$ cat src/rtl/itree_channel_scheduler.sv
// Round-robin scheduler sharing one isolation-tree scoring engine across NUM_CH sensor channels.
// Tree reloads pre-empt samples at IDLE. Define ITREE_SCHED_STATS_EN to add the anomaly_count output.
module itree_channel_scheduler #(
    parameter int NUM_CH  = 4,
    parameter int DATA_W  = 8,
    parameter int TREE_W  = 256,
    parameter int TIMEOUT = 63
) (
    input  logic                      clk,
    input  logic                      reset,
    input  logic [NUM_CH-1:0]         ch_valid,
    input  logic [NUM_CH*DATA_W-1:0]  ch_data,
    output logic [NUM_CH-1:0]         ch_ready,
    input  logic                      cfg_load_req,
    input  logic [TREE_W-1:0]         cfg_tree,
    output logic                      cfg_load_ack,
    output logic [DATA_W-1:0]         eng_data_input,
    output logic                      eng_data_valid,
    output logic                      eng_load_itree,
    output logic [TREE_W-1:0]         eng_itree_input,
    input  logic                      eng_done,
    input  logic                      eng_anomaly,
    output logic                      res_valid,
    output logic [$clog2(NUM_CH)-1:0] res_ch,
    output logic                      res_anomaly,
    output logic                      res_timeout
`ifdef ITREE_SCHED_STATS_EN
    ,
    output logic [15:0]               anomaly_count
`endif
);

    localparam int CH_W = $clog2(NUM_CH);

    typedef enum logic [2:0] {
        S_IDLE,
        S_LOAD,
        S_ISSUE,
        S_WAIT,
        S_REPORT
    } state_e;

    state_e              state_q, state_d;
    logic [CH_W-1:0]     last_grant_q, last_grant_d;
    logic [CH_W-1:0]     idx_q, idx_d;
    logic [DATA_W-1:0]   data_q, data_d;
    logic [TREE_W-1:0]   tree_q, tree_d;
    logic [7:0]          timer_q, timer_d;
    logic [CH_W-1:0]     res_ch_q, res_ch_d;
    logic                res_anom_q, res_anom_d;
    logic                res_to_q, res_to_d;
    logic [15:0]         cnt_q, cnt_d;

    logic                found;
    logic [CH_W-1:0]     winner;
    logic [CH_W-1:0]     cand;
    logic [DATA_W-1:0]   win_data;

    // Round-robin search starting just after the last granted channel.
    always_comb begin
        found    = 1'b0;
        winner   = '0;
        cand     = '0;
        win_data = '0;
        for (int k = 0; k < NUM_CH; k++) begin
            cand = CH_W'((int'(last_grant_q) + 1 + k) % NUM_CH);
            if (!found && ch_valid[cand]) begin
                found  = 1'b1;
                winner = cand;
            end
        end
        for (int k = 0; k < NUM_CH; k++) begin
            if (CH_W'(k) == winner) win_data = ch_data[k*DATA_W +: DATA_W];
        end
    end

    always_comb begin
        state_d      = state_q;
        last_grant_d = last_grant_q;
        idx_d        = idx_q;
        data_d       = data_q;
        tree_d       = tree_q;
        timer_d      = timer_q;
        res_ch_d     = res_ch_q;
        res_anom_d   = res_anom_q;
        res_to_d     = res_to_q;
        cnt_d        = cnt_q;
        ch_ready     = '0;
        case (state_q)
            S_IDLE: begin
                if (cfg_load_req) begin
                    tree_d  = cfg_tree;
                    state_d = S_LOAD;
                end else if (found) begin
                    // ch_ready is gated by reset so every output reads 0 while reset is held.
                    ch_ready[winner] = !reset;
                    data_d       = win_data;
                    idx_d        = winner;
                    last_grant_d = winner;
                    state_d      = S_ISSUE;
                end
            end
            S_LOAD: state_d = S_IDLE;
            S_ISSUE: begin
                timer_d = '0;
                state_d = S_WAIT;
            end
            S_WAIT: begin
                timer_d = timer_q + 8'd1;
                if (eng_done) begin
                    res_ch_d   = idx_q;
                    res_anom_d = eng_anomaly;
                    res_to_d   = 1'b0;
                    state_d    = S_REPORT;
                end else if (timer_q == 8'(TIMEOUT - 1)) begin
                    res_ch_d   = idx_q;
                    res_anom_d = 1'b0;
                    res_to_d   = 1'b1;
                    state_d    = S_REPORT;
                end
            end
            S_REPORT: begin
                if (res_anom_q && cnt_q != 16'hFFFF) cnt_d = cnt_q + 16'd1;
                state_d = S_IDLE;
            end
            default: state_d = S_IDLE;
        endcase
    end

    always_ff @(posedge clk or posedge reset) begin
        if (reset) begin
            state_q      <= S_IDLE;
            last_grant_q <= CH_W'(NUM_CH - 1);
            idx_q        <= '0;
            data_q       <= '0;
            tree_q       <= '0;
            timer_q      <= '0;
            res_ch_q     <= '0;
            res_anom_q   <= 1'b0;
            res_to_q     <= 1'b0;
            cnt_q        <= '0;
        end else begin
            state_q      <= state_d;
            last_grant_q <= last_grant_d;
            idx_q        <= idx_d;
            data_q       <= data_d;
            tree_q       <= tree_d;
            timer_q      <= timer_d;
            res_ch_q     <= res_ch_d;
            res_anom_q   <= res_anom_d;
            res_to_q     <= res_to_d;
            cnt_q        <= cnt_d;
        end
    end

    assign cfg_load_ack    = (state_q == S_LOAD);
    assign eng_load_itree  = (state_q == S_LOAD);
    assign eng_itree_input = tree_q;
    assign eng_data_valid  = (state_q == S_ISSUE);
    assign eng_data_input  = data_q;
    assign res_valid       = (state_q == S_REPORT);
    assign res_ch          = res_ch_q;
    assign res_anomaly     = res_anom_q;
    assign res_timeout     = res_to_q;

`ifdef ITREE_SCHED_STATS_EN
    assign anomaly_count = cnt_q;
`else
    logic unused_cnt;
    assign unused_cnt = ^cnt_q;
`endif

endmodule

$ cat config.mk
export PLATFORM = sky130hd
export DESIGN_NAME = itree_channel_scheduler
export DESIGN_NICKNAME = d
export VERILOG_FILES = /design/src/rtl/itree_channel_scheduler.sv
export SDC_FILE = /design/constraint.sdc
export NUM_CORES = 1
export LEC_CHECK = 0
export CAP_MARGIN = 20
export CORE_AREA = 2 2 226 228
export CTS_BUF_LIST = sky130_fd_sc_hd__clkbuf_8
export CTS_CLUSTER_SIZE = 10
export DETAILED_ROUTE_END_ITERATION = 16
export DIE_AREA = 0 0 228 230
export GPL_TIMING_DRIVEN = 0
export PLACE_DENSITY = 0.61
export SLEW_MARGIN = 20
export SYNTH_ARGS = -nofsm -noshare
export SYNTH_HDL_FRONTEND = slang
export SYNTH_SLANG_ARGS = --single-unit
$ cat constraint.sdc
create_clock -name clk -period 24.4 [get_ports clk]
set_input_delay 6.1 -clock clk [delete_from_list [all_inputs] [get_ports clk]]
set_output_delay 6.1 -clock clk [all_outputs]
set_load 0.005 [all_outputs]
## Yosys cells after proc, flatten, opt, wreduce, memory -nomap -nowiden

Index checks and enable logic that the tools add are counted.

| cells by class | value |
|---|---|
| add/subtract/negate cells | 5 |
| order comparisons | 6 |
| equal/unequal tests | 10 |
| mux-type cells | 37 |
| bitwise operators | 2 |
| reductions and logical operators | 16 |

Operators by type and width:

| cell | count |
|---|---|
| $mux W8 | 4 |
| $pmux W8 S2 | 1 |
| $lt A2 B3 Y1 const B | 5 |
| $mux W1 | 13 |
| $mux W2 | 6 |
| $mux W3 | 4 |
| $mux W4 | 3 |
| $pmux W3 S3 | 1 |
| $add A8 B1 Y8 const B | 1 |
| $bmux W1 S2 | 4 |
| $eq A8 B6 Y1 const B | 1 |
| $add A2 B2 Y2 const B | 3 |
| $eq A3 B2 Y1 const B | 2 |
| $ne A3 B3 Y1 const B | 2 |
| $reduce_and A2 Y1 | 3 |
| $and A4 B4 Y4 | 1 |
| $eq A2 B2 Y1 const A | 2 |
| $logic_and A1 B1 Y1 | 4 |
| $logic_not A1 Y1 | 4 |
| $reduce_bool A2 Y1 | 2 |
| $eq A3 B1 Y1 const B | 1 |
| $eq A3 B3 Y1 const B | 1 |
| $logic_not A3 Y1 | 1 |
| $reduce_and A3 Y1 | 1 |
| other kinds (6) | 6 |

| word-level totals | value |
|---|---|
| register bits | 283 |
| input bits | 297 |
| output and inout port bits | 276 |

## Depth between registers and ports, before layout

| logic depth | value |
|---|---|
| depth after elaboration | 21 |
| depth in mapped cells | 7 |

## Least setup slack after synthesis

OpenSTA, ideal clock, no wires.

| path | value |
|---|---|
| path type | input to output |
| from | input cfg_load_req |
| to | output ch_ready[0] |
| data arrival time | 7423 ps |
| data required time | 18300 ps |
| setup slack | 10877 ps |
| stages on the path | 6 |
| path through | or4_4 -> or2_1 -> buf_6 -> buf_6 -> or3_4 -> nor2_2 |

| on the way | value |
|---|---|
| word-level cells in the longest chain between the ends | 2 |

RTL lines:

| what | line | source |
|---|---|---|
| from (decl) | 14 | `input logic cfg_load_req,` |
| $mux W4 | 91 | `if (cfg_load_req) begin` |
| $mux W4 | 89 | `case (state_q)` |
| to (decl) | 13 | `output logic [NUM_CH-1:0] ch_ready,` |

Every way passes these cells.

## Worst setup path in the final report

| path | value |
|---|---|
| from | input ch_valid[3] |
| to | output ch_ready[2] |

| on the way | value |
|---|---|
| word-level cells in the longest chain between the ends | 20 |
| elaborated cells between the ends (all ways) | 31 |
| classes of those cells | 2 x order compare; 21 x mux; 1 x bitwise; 7 x reduce/logical |

RTL lines:

| what | line | source |
|---|---|---|
| from (decl) | 11 | `input logic [NUM_CH-1:0] ch_valid,` |
| $bmux W1 S2 | 67 | `if (!found && ch_valid[cand]) begin` |
| $mux W1 (implied by the code) | 67 |  |
| $mux W1 | 67 |  |
| $logic_not A1 Y1 | 67 |  |
| $logic_and A1 B1 Y1 | 67 |  |
| $mux W1 | 67 |  |
| $logic_not A1 Y1 | 67 |  |
| $logic_and A1 B1 Y1 | 67 |  |
| [4 not listed] | - |  |
| $lt A2 B3 Y1 (implied by the code) or $ge A2 B1 Y1 (tied branches) | 96 | `ch_ready[winner] = !reset;` |
| $logic_and A1 B1 Y1 (implied by the code) | 96 |  |
| $mux W1 (implied by the code) | 96 |  |
| $demux W1 S2 | 96 |  |
| $and A4 B4 Y4 (no source line) | - |  |
| $mux W4 * | 94 | `end else if (found) begin` |
| $mux W4 * | 91 |  |
| $mux W4 * | 89 |  |

Mark *: on every way between the ends. The rest lies on a longest branch, timed or not. The select of a mux whose other input is x is not followed.

==> reports/results.txt <==
Final max-slew violation count: 0
Synth cell types: 42
LEAKAGE: 7.69 nW
Final setup violation count: 0
Chip width: 228 µm
Die height: 230 µm
Largest net degree at the start of global routing: 101
R2r startpoint: state_q[0]$_DFFE_PP0P_
CP most frequent cell: clkdlybuf4s50_1
Reg2reg end: eng_itree_input[252]$_DFFE_PP0P_
Post-placement cell count: 1955
Setup TNS: 0 ns
Logic pwr share: 43.8%
CP startpoint kind: primary input
Worst Hold Depth: 1
Syn avg cell area: 15.5 µm²
Sink of the worst hold path: idx_q[0]$_DFFE_PP0P_
Die footprint: 52400 µm²
Worst path bufs/invs: 4
Area Growth Syn to Fin: 69.8%
Clk slew on worst S/H paths: 0.05 ns
Starting Density: 22.0%
Clock sink count: 283
# nets final: 1636
Post-synthesis async set-or-reset flop share: 100%
Vias/cell: 4.01
Post-DRT Antenna Nets: 0
Drc violations: 0
Top Ports: 573
First-pass GRT wire length: 54.0 mm
Initial antenna violation count: 0
Max H-tree Level: 2
RSZ-0062 raised after global routing: false
Setup Buffers After CTS: 0
Status: complete, no violations
Switching fraction of total power: 28.6%
Mapped Cells: 709
CP Data Required Time: 18.30 ns
Worst-path maximum fanout: 10
WS Path Type: in2out
Via count: 8195
Syn Nets: 1008
# rows: 82
Hold Vio Cnt, Final: 0
Hold Path Class: reg2reg
WL final: 35.3 mm
PostCTS Resize Cnt: 0
YS warnings: 0
Register area share after synthesis: 64.5%
# hold bufs at CTS: 0
Gpl congestion: 0.852
Pwr per Cell Area: 122 nW/µm²
DR WL/cell: 17.3 µm
FILL cells: 4839
CP arrival: 8.51 ns
Max Buffers Root-to-Sink: 3
Reg power frac: 36.6%
Clk network pwr share: 19.6%
Slowest-stage cell, CP: clkdlybuf4s50_1
FF-to-FF path depth: 6
TritonCTS clock tree: yes
Drt pass-1 iters: 5
Clock Latency Late Sink: 0.61 ns
Antenna Cells: 0
Minimum clock period: 14.61 ns
Clock Skews: 0.0158 ns
Pint: 1.63 mW
DRT iter0 DRCs: 196
Max-cap viol count: 0
Delay-heaviest family, CP: buffers and inverters
Slew margin rel.: 43.5%
Switch Pwr: 653 µW
Layout Utilization: 37.4%
Post-synthesis register bit count: 283
Hold Startpoint: idx_q[0]$_DFFE_PP0P_
Period utilisation layout: 59.9%
Detailed-placement wirelength estimate: 27.3 mm
Fmax: 68.5 MHz
GRT Total Usage: 13.2%
Post-synth top flop: dfrtp_1
EDFF count, synth: 0
Vias in the first global route: 9194
TritonCTS Buffers: 52
Mapped Area: 11000 µm²
Non-filler cells, final: 2044
Core area: 49900 µm²
Crit path cell chain: clkdlybuf4s50_1 > nand2b_1 > a22o_1 > a211oi_1 > buf_2 > inv_1 > nor2_2 > clkdlybuf4s50_1
Fin area: 18700 µm²
Placed Instance Area: 17600 µm²
CP Capture Type: output pin
Max stage delay on crit path: 0.62 ns
Clock root buffer: clkbuf_8
Layout cell share with drive strength beyond 1: 27.3%
Port Buffer Count: 572
R2R Setup Slk: 21.76 ns
Total gr overflow: 0
Max VDD drop: 0.0638 mV
Actual slew at the worst max-slew pin: 0.848 ns
[routing by layer]
layer | routed length (µm) | vias to the layer above | GRT usage (%)
li1 | - | 3777 | -
met1 | 13700 | 4044 | 14.7
met2 | 18000 | 320 | 23.4
met3 | 2830 | 54 | 4.86
met4 | 770 | 0 | 4.02
met5 | 0 | - | 0
[worst max path at each step]
stage | from | endpoint | cells past startpoint
after floorplan | reset | eng_data_input[0]$_DFFE_PP0P_ | 1
after global placement | reset | eng_itree_input[157]$_DFFE_PP0P_ | 2
after detailed placement | ch_valid[3] | ch_ready[2] | 8
after CTS | ch_valid[3] | ch_ready[2] | 8
after global routing | ch_valid[3] | ch_ready[2] | 8
final | ch_valid[3] | ch_ready[2] | 8
[power by group through the flow]
stage	combinational [mW]	sequential, mW	clock, mW
after floorplan	0.363	0.847	0
after global placement	1.01	0.832	0
after detailed placement	1.02	0.841	0
after CTS	1.02	0.837	0.468
after global routing	1.07	0.867	0.488
final	0.998	0.833	0.447
[kinds of logic after synthesis]
family / after synthesis / share of synthesized area, %
AO/OA/AOI/OAI: 41 / 2.47
XOR/XNOR: 4 / 0.319
adder cells (fa/ha/maj): 2 / 0.228
buffers and inverters: 43 / 1.95
flip-flops: 283 / 64.5
multiplexers: 267 / 27.3
AND/OR/NAND/NOR: 69 / 3.30
[cells in the final DEF (no fill, tap or decap), types with 3 or more instances in the layout]
master,count
a211oi_1,3
a21o_1,3
a21oi_1,8
a221oi_1,4
and2_0,4
buf_2,27
clkbuf_1,4
clkbuf_8,68
clkdlybuf4s50_1,572
clkinv_2,4
dfrtp_1,281
inv_1,22
mux2_2,258
mux2i_1,9
nand2_1,18
nand2b_1,5
nand3_1,6
nor2_1,13
nor3_1,5
nor4_1,3
o21ai_0,11
o31ai_1,3
xor2_1,3
[registers in the layout, indices dropped and copies added, names as in the netlist]
name,flops
timer_q,8
eng_itree_input,256
res_ch,2
state_q,3
res_anomaly,1
last_grant_q,2
res_timeout,1
idx_q,2
eng_data_input,8
[cell usage after synthesis, types with 3 or more instances]
cell      count  share of area (%)
dfrtp_1     281                 64
mux2_2      258                 26
buf_2        27                1.2
nand2_1      18               0.61
nor2_1       13               0.44
o21ai_0      11               0.50
inv_1         9               0.31
mux2i_1       9               0.82
a21oi_1       8               0.36
nand3_1       6               0.27
nor3_1        6               0.27
nand2b_1      5               0.28
a221oi_1      4               0.32
and2_0        4               0.23
clkbuf_1      4               0.14
a211oi_1      3               0.20
a21o_1        3               0.20
nor4_1        3               0.17
o31ai_1       3               0.20
xor2_1        3               0.24
[worst reg2reg max path, delay by kind of cell (launching register included)]
kind                   cells  cell delay [ns]
DFF                        1             0.45
and+or+nand+nor            2             0.52
buffers and inverters      3             1.16
muxes                      1             0.40
[area by class of cell]
class	instances	area [µm²]	area share, %
Clock buffer	68	936	5.02
Buffer	34	180	0.966
Multi-Input combinational cell	383	3690	19.8
Sequential cell	283	7080	38.0
Tap cell	672	841	4.51
Inverter	9	41.3	0.221
Clock inverter	21	100	0.536
Timing Repair Buffer	574	5780	31.0
[metrics by stage]
| stage | hold slack [ns] | total power [mW] | setup WS (ns) |
|---|---|---|---|
| detailed placement | 0.472 | 1.86 | 9.80 |
| floorplan | 0.440 | 1.21 | 10.50 |
| global route | 0.507 | 2.42 | 9.63 |
| global placement | 0.472 | 1.84 | 6.58 |
| finish | 0.479 | 2.28 | 9.79 |
| CTS | 0.485 | 2.32 | 9.78 |
(Power assumes the default switching activity.)
